--- src/rtl/instr_fetch.sv ---
// Instruction fetch: owns the PC, drives the combinational imem address and
// registers each returned word into a single-entry valid/ready stage for decode.
//
// state  | meaning
// -------+----------------------------------------------------------------
// RUN    | fetching sequentially; loads whenever the output stage can accept
// FAULT  | bad PC reported; no further loads until a redirect arrives
module instr_fetch #(
   parameter logic [31:0] RESET_PC  = 32'h0000_0004,
   parameter logic [31:0] IMEM_SIZE = 32'h0000_0900
) (
   input  logic        clk,
   input  logic        reset_n,
   output logic [31:0] imem_address,
   input  logic [31:0] imem_instruction,
   input  logic        redirect_valid,
   input  logic [31:0] redirect_pc,
   output logic        out_valid,
   input  logic        out_ready,
   output logic [31:0] out_instruction,
   output logic [31:0] out_pc,
   output logic [31:0] out_pc_plus4,
   output logic        out_fault,
   output logic [31:0] fetch_count
);

   localparam logic [0:0] ST_RUN   = 1'b0;
   localparam logic [0:0] ST_FAULT = 1'b1;

   logic [0:0]  state;
   logic [31:0] pc;
   logic [31:0] pc_next4;
   logic [31:0] pc_offset;
   logic        pc_bad;
   logic        load;
   logic        handshake;

   assign imem_address = pc;
   assign pc_next4     = pc + 32'd4;
   assign pc_offset    = pc - RESET_PC;

   // Offset compare is unsigned, so a wrapped PC below RESET_PC is caught twice.
   assign pc_bad    = (pc[1:0] != 2'b00) || (pc < RESET_PC) || (pc_offset >= IMEM_SIZE);
   assign handshake = out_valid && out_ready;
   assign load      = (state == ST_RUN) && (!out_valid || out_ready) && !redirect_valid;

   always_ff @(posedge clk or negedge reset_n) begin
      if (!reset_n) begin
         state           <= ST_RUN;
         pc              <= RESET_PC;
         out_valid       <= 1'b0;
         out_instruction <= 32'd0;
         out_pc          <= 32'd0;
         out_pc_plus4    <= 32'd0;
         out_fault       <= 1'b0;
         fetch_count     <= 32'd0;
      end else begin
         // Counting is independent of redirect: the consumer already took the entry.
         if (handshake && !out_fault) begin
            fetch_count <= fetch_count + 32'd1;
         end

         if (redirect_valid) begin
            pc        <= redirect_pc;
            out_valid <= 1'b0;
            state     <= ST_RUN;
         end else if (load) begin
            out_valid    <= 1'b1;
            out_pc       <= pc;
            out_pc_plus4 <= pc_next4;
            if (pc_bad) begin
               out_instruction <= 32'd0;
               out_fault       <= 1'b1;
               state           <= ST_FAULT;
            end else begin
               out_instruction <= imem_instruction;
               out_fault       <= 1'b0;
               pc              <= pc_next4;
            end
         end else if (handshake) begin
            out_valid <= 1'b0;
         end
      end
   end

endmodule
--- config.mk ---
export PLATFORM = sky130hd
export DESIGN_NAME = instr_fetch
export DESIGN_NICKNAME = d
export VERILOG_FILES = /design/src/rtl/instr_fetch.sv
export SDC_FILE = /design/constraint.sdc
export NUM_CORES = 1
export LEC_CHECK = 0
export CORE_UTILIZATION = 42
export DETAILED_ROUTE_END_ITERATION = 10
export PLACE_DENSITY = 0.87
export SYNTH_ARGS = -nofsm -noshare
export SYNTH_HDL_FRONTEND = slang
export SYNTH_SLANG_ARGS = --single-unit
--- constraint.sdc ---
create_clock -name clk -period 2.6 [get_ports clk]
set_clock_uncertainty 0.05 [all_clocks]
set_input_delay 0.39 -clock clk [delete_from_list [all_inputs] [get_ports clk]]
set_output_delay 0.39 -clock clk [all_outputs]
set_load 0.01 [all_outputs]
# [Yosys cells after proc, flatten, opt, wreduce, memory -nomap -nowiden]
# Index checks and enable logic that the tools add are counted.
[totals] register_bits=163 output_inout_bits=162 elab_cells=44
[classes] addsub=3 order_cmp=2 n_eq_ne=1 mux=11 n_bitwise=2 reduce_logical=17
[ops] op="$mux W32" count=4
[ops] op="$add A32 B1 Y32 const B" count=1
[ops] op="$add A32 B3 Y32 const B" count=1
[ops] op="$ge A32 B12 Y1 const B" count=1
[ops] op="$lt A32 B3 Y1 const B" count=1
[ops] op="$sub A32 B3 Y32 const B" count=1
[ops] op="$mux W1" count=7
[ops] op="$reduce_and A2 Y1" count=3
[ops] op="$reduce_bool A2 Y1" count=3
[ops] op="$logic_and A1 B1 Y1" count=4
[ops] op="$logic_not A1 Y1" count=3
[ops] op="$logic_or A1 B1 Y1" count=3
[ops] op="$reduce_bool A3 Y1" count=1
[ops] op="$ne A2 B2 Y1 const B" count=1
[ops] op="$not A1 Y1" count=2

# [Logic depth before layout (Yosys ltp)]
[logic_depth] depth_word=6 depth_mapped=11 depth_no_buf=9

# [Least setup slack after synthesis]
# No wires, ideal clock.
[synth_path] kind="register to register" from="reg pc[2] (netlist: imem_address[2])" to="reg pc[8] (netlist: imem_address[8])" arrival_time_ps=2843 t_required_ps=2481 slack_ps=-362 path_stages_with_launch=11 n_path_buf=1 synth_period_minus_slack_ps=2962 path_cell_list="dfstp_2 > clkbuf_1 > inv_1 > ha_1 > or4b_1 > o22ai_1 > a22o_1 > o211ai_2 > or2_1 > or4_1 > nand3_1"
[synth_via] elab_chain_len=5 word_cells_on_any_way=11 cone_classes="add/sub: 2; order compare: 2; eq/ne: 1; mux: 3; reduce/logical: 3"
[synth_rtl] element="from (decl)" line="31" source="logic [31:0] pc;"
[synth_rtl] element="from (signal assigned)" line="64" source="pc <= redirect_pc;"
[synth_rtl] element="from (signal assigned)" line="78" source="pc <= pc_next4;"
[synth_rtl] element="$sub A32 B3 Y32 or $lt A32 B3 Y1 (tied branches)" line="40, 43"
[synth_rtl] element="$ge A32 B12 Y1 or $logic_or A1 B1 Y1 (tied branches)" line="43" source="assign pc_bad = (pc[1:0] != 2'b00) || (pc < RESET_PC) || (pc_offset >= IMEM_SIZE);"
[synth_rtl] element="$logic_or A1 B1 Y1" line="43"
[synth_rtl] element="$ne A2 B2 Y1 (no source line)"
[synth_rtl] element="$reduce_and A2 Y1 (no source line)"
# Several ways; a longest one is shown, not always the timed one. The select of a mux whose other input is x is not followed.
# A chain may end at the register's enable or synchronous reset.

# [Final worst setup path]
[layout_path] from="reg pc[3] (netlist: imem_address[3])" to="reg pc[9] (netlist: imem_address[9])"
# Same word-level chain as after synthesis.

==> impl_metrics.yaml <==
global_routing:
  grt-busiest-layer: "met2"
  grt_pass1_wl_mm: 34.6
  met1_usage_pct: 30.7
  gr-total-overflow: 0
  antenna_found_initial: 0
  grtUsageMet2_pct: 42.9
  first_global_vias: 6650
  grt_util_all_layers_pct: 24.9
  grt_max_degree: 63
  use_met3_pct: 6.95
power:
  total_leakage_power_uw: 0.00502
  p_per_area_nw_per_um2: 634
  peakVddDrop_mv: 0.475
routing:
  dr.pass1.iters: 5
  ant_nets: 0
  wirelength_mm: 22.2
  avgRoutedWirePerCell_microns: 17.1
  drt_iter0_drc: 416
  dr_total_vias: 6681
  vias_per_cell: 5.16
  drc: 0
synthesis:
  yosys.area_share.simple_pct: 24.4
  muxShareOfSynthArea_pct: 3.37
  yosysMostFrequentCell: "nand2_1"
  async_flop_share_pct: 100
  synthAdderAreaFrac_pct: 0.510
  ys_seq_elements: 161
  synth.distinct_cells: 53
  yosysSeqAreaShare_pct: 54.8
  synth_nets: 847
  synth_edf_count: 0
  synth_compound_area_share_pct: 5.68
  synth-warning-count: 0
  ys_top_cells_by_count: "nand2_1, dfrtp_1, nand3_1"
  synth_xor_area_share_pct: 7.74
  synth_largest_area_cell: "dfrtp_1"
  synthFlopType: "dfrtp_1"
  synth_top_family_by_area: "simple AND/OR/NAND/NOR gates"
  synthTopCellsByArea: "dfrtp_1, nand2_1, xnor2_1"
  yosysTopAreaCellShare_pct: 54.4
  syn_avg_cell_area_sq_um: 9.48
  synth_cells: 776
  synth_area_sq_um: 7360
final_layout:
  multiInputGateArea_sq_um: 3240
  seqCellArea_sq_um: 4030
  fin_nets: 1128
  fillers: 1337
  instances_no_fill: 1295
  areaGrowthSynthToFinish_pct: 53.0
  design_area_sq_um: 11300
  utilization_pct: 65.5
  antennaDiodeCount: 0
  drive_gt1_share_pct: 16.6
timing:
  drv_slew: 0
  slew_headroom_pct: 61.9
  worstMarginPinSlew_ns: 0.572
  fin_crit_sh_pct: 102
  fin_ws_ns: -0.0638
  hold_viol: 0
  setup_tns_ns: -0.545
  rsz0062_at_grt: "yes"
  fin_crit_ns: 2.66
  setup_viol: 26
  hold_ws_ns: 0.391
  fmax_mhz: 375
cts:
  cts_tree: "done"
  cts_sinks: 161
  numCtsBuffers: 17
  path_clk_slew_ns: 0.06
  root_buffer: "clkbuf_16"
  cts.htree.levels: 4
  clk_latency_ns: 0.42
  clockBufferDepth: 2
critical_path:
  crit_required_ns: 2.88
  crit_chain: "inv_2 -> ha_4 -> or3b_4 -> or3_4 -> a211oi_4 -> nor2_4 -> or3_1 -> or3_1 -> a31oi_1"
  crit_path_frequent_cell: "or3_1"
  cp_slowest_cell: "dfrtp_2"
  crit_path_start: "imem_address[3]$_DFFE_PN0P_"
  cp_max_fo: 7
  worstSetupEndpointType: "flop"
  worst-setup-path-type: "reg2reg"
  reg2reg_from: "imem_address[3]$_DFFE_PN0P_"
  cp_top_family: "simple AND/OR/NAND/NOR gates"
  r2r_slack_ns: -0.06
  critical_path_cell_count: 9
  cp_data_arrival_time_ns: 2.95
  path_buf_inv: 1
  endpoint: "imem_address[9]$_DFFE_PN0P_"
  slowest_delay_ns: 0.41
  start_kind: "flop"
  reg2reg_depth: 9
  worst_r2r_endpoint: "imem_address[9]$_DFFE_PN0P_"
job:
  cap_violations: 0
floorplan:
  die_x_microns: 134
  core_sq_um: 17200
  die_area_sq_um: 18000
  core.rowCount: 48
  io_pins: 230
  start_util_pct: 42.8
  die_y_microns: 134
min_path:
  hold_class: "reg2reg"
placed_design:
  portBuffers: 229
  hpwlAfterDp_mm: 15.8
  place_congestion: 0.936
  dpl-instance-area_sq_um: 10400
  placed_cells: 1249
run_status:
  violations: "setup timing"
  outcome: "finished with violations"
-- cell type report --
| type | instances | share of cell area (%) |
|---|---|---|
| Clock inverter | 13 | 1.32 |
| Clock buffer | 19 | 4.02 |
| Timing Repair Buffer | 312 | 27.2 |
| Inverter | 10 | 0.356 |
| Tap cell | 225 | 2.50 |
| Sequential cell | 161 | 35.8 |
| Multi-Input combinational cell | 555 | 28.8 |
-- layer usage --
metal  part of all wire (%)  wire length (microns)  vias up
li1                       -                      -     3140
met1                     40                   8960     3240
met2                     50                  11200      274
met3                    7.8                   1730       27
met4                    1.3                    292        0
met5                      0                      0        -
-- through the flow --
stage,total power [uW],worst slack [ns]
finish,7130,-0.0638
detailed placement,4610,-0.101
global placement,4580,-0.0502
floorplan,3620,-0.161
CTS,7190,-0.0611
global route,7470,-0.137
-- cells by family after synthesis --
logic type      count (synthesis)
mux                            22
fa+ha+maj                       3
flops                         161
buf+inv                        60
xor+xnor                       65
compound gates                 68
simple gates                  397
-- cells in the final DEF (no fill, tap or decap), types with 9 or more instances in the layout --
cell type,n
clkbuf_16,18
o21ai_0,35
and3_1,11
clkdlybuf4s50_1,227
buf_4,67
nand3_1,60
xor2_1,29
xnor2_1,36
nand4_1,11
nand2_1,230
dfrtp_1,157
o21ai_1,9
nor2_1,32
mux2_2,22
-- flip-flops by register name, indices dropped and copies added (netlist names) --
register         count
imem_address        32
out_pc_plus4        30
out_fault            1
out_pc              32
fetch_count         32
out_instruction     32
out_valid            1
state                1
-- worst min-delay path by stage --
| stage | start | end | slack, ns | depth (start not counted) |
|---|---|---|---|---|
| after floorplan | reset_n | fetch_count[0]$_DFFE_PN0P_ | 0.04 | 0 |
| final | state$_DFFE_PN0P_ | out_valid$_DFFE_PN0P_ | 0.39 | 1 |
| after detailed placement | reset_n | out_instruction[17]$_DFFE_PN0P_ | 0.36 | 1 |
| after global placement | reset_n | out_instruction[19]$_DFFE_PN0P_ | 0.36 | 1 |
| after CTS | redirect_valid | imem_address[9]$_DFFE_PN0P_ | 0.38 | 3 |
| after global routing | redirect_valid | imem_address[9]$_DFFE_PN0P_ | 0.42 | 3 |
-- where the power goes --
| part | total, uW | switching (uW) | leakage [uW] | internal (uW) |
|---|---|---|---|---|
| combinational | 1630 | 768 | 0.00268 | 866 |
| sequential | 2980 | 199 | 0.00206 | 2780 |
| clock | 2520 | 1040 | 0.000287 | 1480 |
-- timing repair --
action,in CTS,in global routing
hold buffers,1,0
setup buffers,7,5
endpoints found under the setup margin,38,51
gates resized for setup,9,31
hold endpoints to repair,57,0
gates cloned,1,1
pin swaps,16,15
Note: power is estimated with default switching activity, not from simulation.
